--- config.mk ---
export PLATFORM = sky130hd
export DESIGN_NAME = fpga_cfg_loader
export DESIGN_NICKNAME = d
export VERILOG_FILES = /design/src/rtl/fpga_cfg_loader.sv
export SDC_FILE = /design/constraint.sdc
export NUM_CORES = 1
export LEC_CHECK = 0
export BUFFER_PORTS_ARGS = -buffer_cell sky130_fd_sc_hd__buf_4
export CELL_PAD_IN_SITES_DETAIL_PLACEMENT = 1
export CELL_PAD_IN_SITES_GLOBAL_PLACEMENT = 2
export CORE_MARGIN = 8
export CORE_UTILIZATION = 37
export DETAILED_ROUTE_END_ITERATION = 12
export GPL_ROUTABILITY_DRIVEN = 0
export PLACE_DENSITY_LB_ADDON = 0.1
export SKIP_CTS_REPAIR_TIMING = 1
export SYNTH_ARGS = -nofsm -noshare
export SYNTH_HDL_FRONTEND = slang
export SYNTH_SLANG_ARGS = --single-unit
--- constraint.sdc ---
create_clock -name scan_clk -period 5.48 [get_ports scan_clk]
set_input_delay 1.096 -clock scan_clk [delete_from_list [all_inputs] [get_ports scan_clk]]
set_output_delay 1.096 -clock scan_clk [all_outputs]
set_load 0.005 [all_outputs]
--- src/rtl/fpga_cfg_loader.sv ---
// Configuration sequencer for the 2x2 fabric: turns a word-wide bitstream into
// serial shifts on the connection chain, then the CLB chain, and gates fabric_en.
module fpga_cfg_loader #(
  parameter int CONN_CHAIN_LEN = 256,
  parameter int CLB_CHAIN_LEN  = 80,
  parameter int DATA_WIDTH     = 8,
  parameter int CNT_WIDTH      = 16
) (
  input  logic                  scan_clk,
  input  logic                  rst,
  input  logic                  start,
  input  logic [DATA_WIDTH-1:0] cfg_data,
  input  logic                  cfg_valid,
  output logic                  cfg_ready,
  output logic                  conn_scan_in,
  output logic                  conn_scan_en,
  output logic                  clb_scan_in,
  output logic                  clb_scan_en,
  output logic                  busy,
  output logic                  done,
  output logic                  fabric_en
);

  localparam int TOTAL = CONN_CHAIN_LEN + CLB_CHAIN_LEN;
  localparam int BCW   = $clog2(DATA_WIDTH + 1);
  localparam int SW    = CNT_WIDTH + 1;

  typedef enum logic [1:0] {IDLE, CONN, CLB, DONE} state_t;

  state_t                state, state_d;
  logic [DATA_WIDTH-1:0] sbuf, sbuf_d;
  logic [BCW-1:0]        buf_cnt, buf_cnt_d;
  logic [CNT_WIDTH-1:0]  bit_idx, bit_idx_d;
  logic                  cfg_ready_d, conn_scan_in_d, conn_scan_en_d;
  logic                  clb_scan_in_d, clb_scan_en_d, busy_d, done_d, fabric_en_d;
  logic                  accept, shift, bit_out;
  logic [SW-1:0]         pending;

  assign accept = cfg_valid & cfg_ready;

  always_ff @(posedge scan_clk) begin
    if (rst) begin
      state        <= IDLE;
      sbuf         <= '0;
      buf_cnt      <= '0;
      bit_idx      <= '0;
      cfg_ready    <= 1'b0;
      conn_scan_in <= 1'b0;
      conn_scan_en <= 1'b0;
      clb_scan_in  <= 1'b0;
      clb_scan_en  <= 1'b0;
      busy         <= 1'b0;
      done         <= 1'b0;
      fabric_en    <= 1'b0;
    end else begin
      state        <= state_d;
      sbuf         <= sbuf_d;
      buf_cnt      <= buf_cnt_d;
      bit_idx      <= bit_idx_d;
      cfg_ready    <= cfg_ready_d;
      conn_scan_in <= conn_scan_in_d;
      conn_scan_en <= conn_scan_en_d;
      clb_scan_in  <= clb_scan_in_d;
      clb_scan_en  <= clb_scan_en_d;
      busy         <= busy_d;
      done         <= done_d;
      fabric_en    <= fabric_en_d;
    end
  end

  always_comb begin
    state_d        = state;
    sbuf_d         = sbuf;
    buf_cnt_d      = buf_cnt;
    bit_idx_d      = bit_idx;
    cfg_ready_d    = 1'b0;
    conn_scan_in_d = 1'b0;
    conn_scan_en_d = 1'b0;
    clb_scan_in_d  = 1'b0;
    clb_scan_en_d  = 1'b0;
    busy_d         = busy;
    done_d         = 1'b0;
    fabric_en_d    = fabric_en;
    shift          = 1'b0;
    bit_out        = 1'b0;
    pending        = '0;
    case (state)
      IDLE, DONE: begin
        if (start) begin
          state_d     = CONN;
          bit_idx_d   = '0;
          buf_cnt_d   = '0;
          busy_d      = 1'b1;
          fabric_en_d = 1'b0;
          cfg_ready_d = 1'b1;
        end
      end
      CONN, CLB: begin
        if (state == CLB && bit_idx == CNT_WIDTH'(TOTAL)) begin
          // Last bit was presented last cycle; drop any pad bits and release the fabric.
          state_d     = DONE;
          buf_cnt_d   = '0;
          busy_d      = 1'b0;
          done_d      = 1'b1;
          fabric_en_d = 1'b1;
        end else begin
          // An empty buffer shifts the incoming word's MSB straight out so an
          // accepted word appears on scan_in in the very next cycle.
          if (buf_cnt != '0) begin
            shift   = 1'b1;
            bit_out = sbuf[DATA_WIDTH-1];
            if (accept) begin
              sbuf_d    = cfg_data;
              buf_cnt_d = BCW'(DATA_WIDTH);
            end else begin
              sbuf_d    = sbuf << 1;
              buf_cnt_d = buf_cnt - BCW'(1);
            end
          end else if (accept) begin
            shift     = 1'b1;
            bit_out   = cfg_data[DATA_WIDTH-1];
            sbuf_d    = cfg_data << 1;
            buf_cnt_d = BCW'(DATA_WIDTH - 1);
          end
          if (shift) begin
            bit_idx_d = bit_idx + CNT_WIDTH'(1);
            if (state == CONN) begin
              conn_scan_in_d = bit_out;
              conn_scan_en_d = 1'b1;
              if (bit_idx == CNT_WIDTH'(CONN_CHAIN_LEN - 1)) state_d = CLB;
            end else begin
              clb_scan_in_d = bit_out;
              clb_scan_en_d = 1'b1;
            end
          end
          // Only ask for another word while the pass still needs bits beyond the buffer.
          pending     = SW'(bit_idx_d) + SW'(buf_cnt_d);
          cfg_ready_d = (buf_cnt_d <= BCW'(1)) && (pending < SW'(TOTAL));
        end
      end
      default: state_d = IDLE;
    endcase
  end

endmodule
==> results.md, run 1 <==
* Run status: finished, final reports clean
* TritonCTS clock tree: built
* Area of the mapped netlist at 2380 sq um
* Synth Area per Inst at 7.39 sq um
* Final core occ at 42.9%
* Share of cells above drive strength 1 at 11.6%
* Top Ports at 20
* FFs w/ async S/R, synth at 0%
* Detailed-route vias per instance at 5.66
* Fin crit share at 73.0%
* R2r startpoint: buf_cnt[0]$_SDFFE_PP0N_
* Area leader, netlist: dfxtp_1
* Clock transition at path regs at 80 ps
* Total CTS buffers at 5
* TNS Setup at 0 ps
* Core footprint at 6280 sq um
* Sequential fraction of the synthesis area at 32.0%
* Final instance area at 2690 sq um
* CP Capture Type: flop
* Port Buffers at 19
* Hold_sp: sbuf[0]$_SDFFE_PP0P_
* Most used DFF post-synth: dfxtp_1
* Detail Route Antenna Nets at 0
* Clock tree root driver cell: clkbuf_8
* Clock sink total at 38
* Startpoint Class: input pin
* Min cycle time layout at 4000 ps
* Routed WL at 7.27 mm
* Clk_lat worst skew at 290 ps
* Die area at 9250 sq um
* Top cells by area, synth: dfxtp_1 (32%), a21oi_1 (8.8%), nor2_1 (7.9%)
* Count of final setup violators at 0
* Yosys warnings at 0
* PwrDens at 581 nW/um^2
* DR vias at 2291
* Clk_skew at 2.48 ps
* Final Hold Viols at 0
* Worst path arrival time at 4220 ps
* Cells after DPL at 397
* Layout area overhead at 13.1%
* Gate Count Post-Synth at 322
* RSZ-0062 raised after global routing: no
* Die height at 96.2 microns
* Worst path slowest cell: and2_1
* Crit path largest cell delay at 570 ps
* Die Width at 96.2 microns
* #FFs+latches synth at 38
* GR Util All Layers at 16.7%
* Initial antenna violation count at 0
* Power Total at 1.56 mW
* DRC Markers at 0
* Vias in the first global route at 2286
* Post-DP Area at 2550 sq um
* CP top delay family: compound AO/OA/AOI/OAI gates
* Rows at 29
* Leak at 1.01 nW
* Layout fillers at 779
* Top cell type's share of synthesized area at 32.0%
* Worst-path maximum fanout at 17
* Worst slew margin at 53.8%
* Max Cap Viol at 0
* First DRT Iteration DRCs at 130
* H-Tree Depth at 2
* First-pass GRT wire length at 12.2 mm
* Drt first pass iters at 4
* Yosys cell types at 52
* Worst IR Drop VDD at 0.342 mV
* CP required at 5700 ps
* R2R Path End: cfg_ready$_SDFF_PP0_
* Hold Path Cell Cnt at 2
* Nets at 347
* Starting density of the core at 37.9%
* Max Clk Rate at 250 MHz
* Avg WL per Cell at 17.9 microns
* R2R depth at 16
* CTS max path bufs at 2
* Worst Tran Pin Value at 693 ps
* Non-filler cells, final at 405
* Min-Delay Endpoint: sbuf[0]$_SDFFE_PP0P_
* Worst hold path class: flop to flop
* Flop2flop setup slack at 1620 ps
* Crit-path cells: buf_4 -> and2_1 -> nand2_1 -> a21oi_1 -> ha_1 -> nand2_1 -> o41ai_1 -> a31oi_1 -> nor3_1 -> and2_1 -> a311oi_1 -> o41a_1 -> a211oi_2
* Post-synth EDFFs at 0
* Max Slew Vio Count at 0
* Kind of critical path: input pin to flop
* Largest net degree at the start of global routing at 38
* Post-DP HPWL at 5.21 mm
* N_diodes at 0
* Synthesized Nets at 342
* Gr ovfl total at 0
* WP buf/inv at 1
-- power by group --
group / total, mW / internal [mW] / switching, mW
clock: 0.295 / 0.183 / 0.112
combinational: 0.888 / 0.304 / 0.583
sequential: 0.381 / 0.331 / 0.0498
total: 1.56 / 0.818 / 0.745
-- sequential cells by signal, summed over array words and instances, names as in the netlist --
register / cells
bit_idx: 16
sbuf: 8
fabric_en: 1
buf_cnt: 4
clb_scan_in: 1
clb_scan_en: 1
cfg_ready: 1
busy: 1
conn_scan_in: 1
done: 1
conn_scan_en: 1
state: 2
-- logic make-up after synthesis --
kind of cell | after synthesis | share of synthesized area [%]
multiplexers | 2 | 0.841
AO/OA/AOI/OAI | 93 | 25.0
AND/OR/NAND/NOR | 136 | 27.6
flip-flops | 38 | 32.0
adder cells (fa/ha/maj) | 8 | 4.21
buffers and inverters | 31 | 5.26
XOR/XNOR | 14 | 5.15
-- worst register-to-register path, stage by stage (launching register included) --
cell      delay, ps
dfxtp_1         450
inv_1            80
ha_1            240
nor3b_2         160
buf_4           200
nand2_1         230
nand2_1         120
xnor2_1         160
ha_1            360
nand2_1          70
o41ai_1         330
a31oi_1          90
nor3_1          320
and2_1          220
a311oi_1         70
o41a_1          460
a211oi_2        210
-- placed cells by master (no fill, tap or decap), types with 5 or more instances in the layout --
cell and instances:
a21oi_1 42, a22oi_1 12, buf_4 22, clkbuf_8 5, dfxtp_1 38, ha_1 8, inv_1 7, nand2_1 33
nand3_1 7, nand4_1 5, nor2_1 50, nor3_1 6, o21ai_0 9, xnor2_1 8, xor2_1 6
-- synth_stat cells, drive strengths merged (4+ instances only) --
| cell type | count |
|---|---|
| nor2 | 51 |
| o21ai | 12 |
| dfxtp | 38 |
| inv | 7 |
| nand2b | 4 |
| xnor2 | 8 |
| a31oi | 5 |
| xor2 | 6 |
| ha | 8 |
| nand4 | 5 |
| a21oi | 42 |
| nor4 | 4 |
| a22oi | 12 |
| nor3 | 6 |
| a211oi | 5 |
| clkbuf | 22 |
| nand2 | 33 |
| nand3 | 7 |
| o211ai | 5 |
| or3 | 4 |
-- metrics by stage --
step                      setup WS [ps]  hold WS (ps)
after global routing               1320           500
final                              1480           471
after floorplan                    1720           437
after global placement             1520           447
after detailed placement           1220           457
after CTS                          1520           470
-- how the worst max path moves through the flow --
stage / startpoint / endpoint / slack (ps) / cells after the start
final: cfg_valid / cfg_ready$_SDFF_PP0_ / 1480 / 13
after global routing: cfg_valid / cfg_ready$_SDFF_PP0_ / 1320 / 13
after CTS: cfg_valid / cfg_ready$_SDFF_PP0_ / 1520 / 13
after detailed placement: cfg_valid / cfg_ready$_SDFF_PP0_ / 1220 / 13
after global placement: cfg_valid / cfg_ready$_SDFF_PP0_ / 1520 / 13
after floorplan: cfg_valid / cfg_ready$_SDFF_PP0_ / 1720 / 14
-- routing by layer --
metal	GRT usage (%)	vias to the layer above	routed length, microns
met5	0	-	0
met4	4.48	0	79
met3	2.65	8	263
met2	26.1	39	3150
met1	23.1	1094	3780
li1	-	1150	-
-- area by class of cell --
class / instances / area [sq um] / area share [%]
tap: 77 / 96.3 / 3.58
sequential: 38 / 761 / 28.3
multi-input combinational: 253 / 1510 / 55.9
clock buffer: 5 / 68.8 / 2.56
inverter: 7 / 26.3 / 0.976
timing repair buffer: 22 / 165 / 6.14
clock inverter: 3 / 68.8 / 2.56
(Power assumes the default switching activity.)
==> run 2: changes to the inputs <==
--- a/config.mk
+++ b/config.mk
@@ -9,7 +9,7 @@
 export CELL_PAD_IN_SITES_DETAIL_PLACEMENT = 1
 export CELL_PAD_IN_SITES_GLOBAL_PLACEMENT = 2
 export CORE_MARGIN = 8
-export CORE_UTILIZATION = 37
+export CORE_UTILIZATION = 34
 export DETAILED_ROUTE_END_ITERATION = 12
 export GPL_ROUTABILITY_DRIVEN = 0
 export PLACE_DENSITY_LB_ADDON = 0.1
==> constraint.sdc (replaced) <==
create_clock -name scan_clk -period 4.2 [get_ports scan_clk]
set_input_delay 0.84 -clock scan_clk [delete_from_list [all_inputs] [get_ports scan_clk]]
set_output_delay 0.84 -clock scan_clk [all_outputs]
set_load 0.005 [all_outputs]
==> run 2 against run 1 <==
Effect of this change:
- global-route usage shrank 1.4 points
- non-clock buffer count up 4
- register-to-register slack worse by 830 ps
- sequential power up 31%
- final cell count grew 5.7%
- clock skew grew 7.0 ps
==> results.md, run 2 (synthesized netlist as in run 1, its figures left out) <==
* Run status: finished, final reports clean
* Vias in the first global route at 2423
* Kind of critical path: input pin to flop
* Nets at 351
* GR Util All Layers at 15.3%
* Final worst slack at 775 ps
* Share of cells above drive strength 1 at 12.7%
* Max Clk Rate at 292 MHz
* Worst path arrival time at 3640 ps
* Worst IR Drop VDD at 0.319 mV
* Max reg flops at 16
* Routed WL at 7.24 mm
* Worst slew margin at 53.7%
* Fin crit share at 81.6%
* Leak at 1.03 nW
* H-Tree Depth at 2
* Layout fillers at 852
* Worst-path maximum fanout at 10
* N_diodes at 0
* Clock sink total at 38
* Die height at 99.7 microns
* Die Width at 99.7 microns
* Non-filler cells, final at 428
* Post-DP HPWL at 5.39 mm
* Max Slew Vio Count at 0
* Biggest regs: bit_idx: 16 flops, sbuf: 8 flops, buf_cnt: 4 flops
* Flop2flop setup slack at 790 ps
* Worst Tran Pin Value at 688 ps
* R2r startpoint: buf_cnt[0]$_SDFFE_PP0N_
* CP required at 4420 ps
* CP Capture Type: flop
* RSZ-0062 raised after global routing: no
* Clock transition at path regs at 90 ps
* Crit. Startpoint: cfg_valid
* Port Buffers at 19
* Gr ovfl total at 0
* Detail Route Antenna Nets at 0
* Largest net degree at the start of global routing at 38
* Hold_sp: sbuf[0]$_SDFFE_PP0P_
* CP dominant cell by count: nand2_1
* Drt first pass iters at 4
* DRC Markers at 0
* TritonCTS clock tree: built
* Startpoint Class: input pin
* Starting density of the core at 35.0%
* Cells after DPL at 420
* Final core occ at 40.4%
* Total CTS buffers at 5
* Max Cap Viol at 0
* Commonest non-fill, non-tap cell in the layout: nor2_1
* Reg with most FFs: bit_idx
* Worst path slowest cell: ha_1
* R2R depth at 15
* Min cycle time layout at 3430 ps
* Crit-path cells: buf_4 -> nand2_1 -> nand2_1 -> nand2_1 -> xnor2_1 -> ha_1 -> nand2_1 -> o41ai_1 -> a31oi_1 -> nor3_1 -> nand4_1 -> mux2i_1 -> o41a_1 -> a211oi_2
* Detailed-route vias per instance at 5.40
* Post-Place Worst Slack at 475 ps
* Power Total at 2.07 mW
* Top Ports at 20
* First DRT Iteration DRCs at 71
* PwrDens at 756 nW/um^2
* First-pass GRT wire length at 12.3 mm
* TNS Setup at 0 ps
* Post-DP Area at 2610 sq um
* Count of final setup violators at 0
* Core footprint at 6790 sq um
* Initial antenna violation count at 0
* Worst hold path class: flop to flop
* CTS max path bufs at 2
* WHS at 463 ps
* Clk_lat worst skew at 300 ps
* DR vias at 2310
* Commonest cells after routing, fill and taps aside: nor2_1 (50), a21oi_1 (42), dfxtp_1 (38)
* Avg WL per Cell at 16.9 microns
* Rows at 30
* Final instance area at 2750 sq um
* Clock tree root driver cell: clkbuf_8
* Final Hold Viols at 0
* Hold Path Cell Cnt at 2
* Die area at 9930 sq um
* Clk_skew at 9.49 ps
* Crit path largest cell delay at 360 ps
* Layout area overhead at 15.4%
==> run 2: cell types whose count changed in the layout (fill, tap and decap cells not counted), sizes merged <==
cell,previous run,this run
buf,22,26
==> run 2: worst max-delay path: cells and delay by family <==
family | cells | cell delay [ps]
fa+ha+maj | 1 | 360
compound gates | 4 | 900
xor+xnor | 1 | 160
buf+inv | 1 | 100
simple gates | 6 | 1110
mux | 1 | 160
==> run 2: layout make-up <==
type	instances	area (sq um)	share of cell area, %
Multi-Input combinational cell	253	1510	54.8
Tap cell	96	120	4.38
Clock inverter	3	68.8	2.51
Sequential cell	38	761	27.7
Clock buffer	5	68.8	2.51
Inverter	7	26.3	0.957
Timing Repair Buffer	26	195	7.11
==> run 2: power by group <==
| part | switching [mW] | internal [mW] | leakage [nW] | total, mW |
|---|---|---|---|---|
| sequential | 0.0670 | 0.432 | 0.308 | 0.499 |
| clock | 0.144 | 0.238 | 0.0683 | 0.382 |
| combinational | 0.759 | 0.434 | 0.659 | 1.19 |
| total | 0.970 | 1.10 | 1.03 | 2.07 |
==> run 2: path summary, 6_finish.rpt <==
kind,to
min,sbuf[0]$_SDFFE_PP0P_
max,cfg_ready$_SDFF_PP0_
max reg2reg,cfg_ready$_SDFF_PP0_
min reg2reg,sbuf[0]$_SDFFE_PP0P_
==> run 2: per-layer routing <==
layer / global-route usage (%) / wire length [microns] / vias up
li1: - / - / 1165
met1: 19.6 / 3540 / 1110
met2: 25.7 / 3400 / 29
met3: 2.86 / 240 / 6
met4: 3.14 / 61 / 0
met5: 0 / 0 / -
==> run 3: changes to the inputs <==
--- a/config.mk
+++ b/config.mk
@@ -9,7 +9,7 @@
 export CELL_PAD_IN_SITES_DETAIL_PLACEMENT = 1
 export CELL_PAD_IN_SITES_GLOBAL_PLACEMENT = 2
 export CORE_MARGIN = 8
-export CORE_UTILIZATION = 34
+export CORE_UTILIZATION = 31
 export DETAILED_ROUTE_END_ITERATION = 12
 export GPL_ROUTABILITY_DRIVEN = 0
 export PLACE_DENSITY_LB_ADDON = 0.1
==> constraint.sdc (replaced) <==
create_clock -name scan_clk -period 3.1 [get_ports scan_clk]
set_input_delay 0.62 -clock scan_clk [delete_from_list [all_inputs] [get_ports scan_clk]]
set_output_delay 0.62 -clock scan_clk [all_outputs]
set_load 0.005 [all_outputs]
==> run 3 against run 2 <==
Effect of this change:
- via count increased by 6.5%
- utilization up 1.2 points
- clock power increased by 41%
- design area is 15% higher
- combinational power up 99%
- first-iteration DRC count rose by 8.5%
- register-to-register slack got worse by 660 ps
- die area up 8.1%
- critical path depth is 2 higher
- sequential share of layout area decreased by 3.4 points
- hold slack improved by 6.7 ps
- critical path type is now flop to flop
- critical endpoint unchanged
- highest routed layer unchanged
==> results.md, run 3 (synthesized netlist as in run 1, its figures left out) <==
* Rows at 32
* Detail Route Antenna Nets at 0
* CTS max path bufs at 2
* Total CTS buffers at 5
* Max reg flops at 16
* Nets at 388
* Starting density of the core at 31.4%
* Met2 GRT Util at 23.6%
* PwrDens at 1140 nW/um^2
* Leak at 1.25 nW
* Detailed-route vias per instance at 5.22
* N_diodes at 0
* TritonCTS clock tree: built
* Startpoint Class: flop
* R2R depth at 16
* Clock sink total at 38
* Worst IR Drop VDD at 0.336 mV
* CP Capture Type: flop
* Non-filler cells, final at 471
* Routed WL at 7.89 mm
* Count of final setup violators at 0
* Fin crit share at 95.9%
* Worst slew margin at 60.9%
* Initial antenna violation count at 0
* Final Hold Viols at 0
* Post-DP HPWL at 5.81 mm
* Post-DP Area at 2860 sq um
* Hold_sp: sbuf[0]$_SDFFE_PP0P_
* Clk_lat worst skew at 290 ps
* Largest net degree at the start of global routing at 38
* Final instance area at 3150 sq um
* Cells after DPL at 458
* First DRT Iteration DRCs at 77
* Reg with most FFs: bit_idx
* Layout area overhead at 32.2%
* Max Cap Viol at 0
* Max Clk Rate at 336 MHz
* Min-Delay Endpoint: sbuf[0]$_SDFFE_PP0P_
* Vias in the first global route at 2509
* Kind of critical path: flop to flop
* H-Tree Depth at 2
* Gr ovfl total at 0
* Share of cells above drive strength 1 at 27.4%
* GRT busiest layer: met2
* Hold Path Cell Cnt at 2
* GR Util All Layers at 14.6%
* Run status: finished, final reports clean
* Commonest cells after routing, fill and taps aside: buf_4 (62), nor2_1 (49), a21oi_1 (41)
* Max Slew Vio Count at 0
* Port Buffers at 19
* Biggest regs: bit_idx: 16 flops, sbuf: 8 flops, buf_cnt: 4 flops
* R2R Path End: cfg_ready$_SDFF_PP0_
* Avg WL per Cell at 16.8 microns
* Final core occ at 41.6%
* Worst-path maximum fanout at 3
* Met1 Use GR at 18.7%
* Worst path arrival time at 3190 ps
* Die Width at 104 microns
* Clock transition at path regs at 80 ps
* Worst hold path class: flop to flop
* Min cycle time layout at 2970 ps
* First-pass GRT wire length at 13.0 mm
* Top Ports at 20
* DR vias at 2460
* Flop2flop setup slack at 130 ps
* TNS Setup at 0 ps
* Drt first pass iters at 4
* Clock tree root driver cell: clkbuf_8
* Die area at 10700 sq um
* R2r startpoint: buf_cnt[1]$_SDFFE_PP0N_
* Met3 GRT Util at 3.41%
* Core footprint at 7570 sq um
* Worst Tran Pin Value at 586 ps
* CP required at 3320 ps
* DRC Markers at 0
* Die height at 104 microns
* Clk_skew at 2.81 ps
* Commonest non-fill, non-tap cell in the layout: buf_4
-- run 3: cell types whose count changed in the layout (fill, tap and decap cells not counted), sizes merged --
cell / previous run / this run
clkbuf: 5 / 6
clkinv: 1 / 0
buf: 26 / 63
-- run 3: layout make-up --
cell class,count,area [sq um]
Clock buffer,6,82.6
Clock inverter,2,60.1
Fill cell,907,4420
Inverter,7,26.3
Multi-Input combinational cell,253,1610
Sequential cell,38,763
Tap cell,102,128
Timing Repair Buffer,63,477
-- run 3: per-layer routing --
| metal | vias to the layer above | share of wire, % |
|---|---|---|
| li1 | 1237 | - |
| met1 | 1178 | 48 |
| met2 | 37 | 47 |
| met3 | 8 | 3.5 |
| met4 | 0 | 1.3 |
| met5 | - | 0 |
-- run 3: critical path, stage by stage (launching register included) --
cell	delay, ps
dfxtp_2	330
inv_2	40
ha_2	190
nor3b_4	240
buf_4	160
nand2_2	70
a21oi_4	180
ha_4	230
buf_6	120
a211oi_2	200
o41ai_2	100
a31oi_1	210
nor3_2	80
nand4_1	120
mux2i_1	100
o41a_1	380
a211oi_2	140
-- run 3: where the power goes --
part / internal, mW / leakage (nW) / switching [mW] / total, mW
Combinational: 1.06 / 0.868 / 1.31 / 2.37
Clock: 0.344 / 0.0714 / 0.194 / 0.537
Sequential: 0.588 / 0.309 / 0.0789 / 0.667
Total: 1.99 / 1.25 / 1.58 / 3.58
-- run 3: worst max path at each step --
stage | start | to | slack (ps) | depth (start not counted)
2_1_floorplan | cfg_valid | cfg_ready$_SDFF_PP0_ | 30 | 14
3_3_place_gp | cfg_valid | cfg_ready$_SDFF_PP0_ | -8 | 13
3_5_place_dp | cfg_valid | cfg_ready$_SDFF_PP0_ | -80 | 13
4_1_cts | buf_cnt[0]$_SDFFE_PP0N_ | cfg_ready$_SDFF_PP0_ | -100 | 14
5_1_grt | buf_cnt[0]$_SDFFE_PP0N_ | cfg_ready$_SDFF_PP0_ | -60 | 16
6_report | buf_cnt[1]$_SDFFE_PP0N_ | cfg_ready$_SDFF_PP0_ | 130 | 16
-- run 3: per-stage QoR --
stage	power, mW	worst slack, ps	hold WS (ps)
finish	3.58	127	470
global route	3.85	-57.5	505
CTS	3.21	-101	473
detailed placement	2.66	-75.7	460
global placement	2.65	-8.24	444
floorplan	1.81	25.1	437
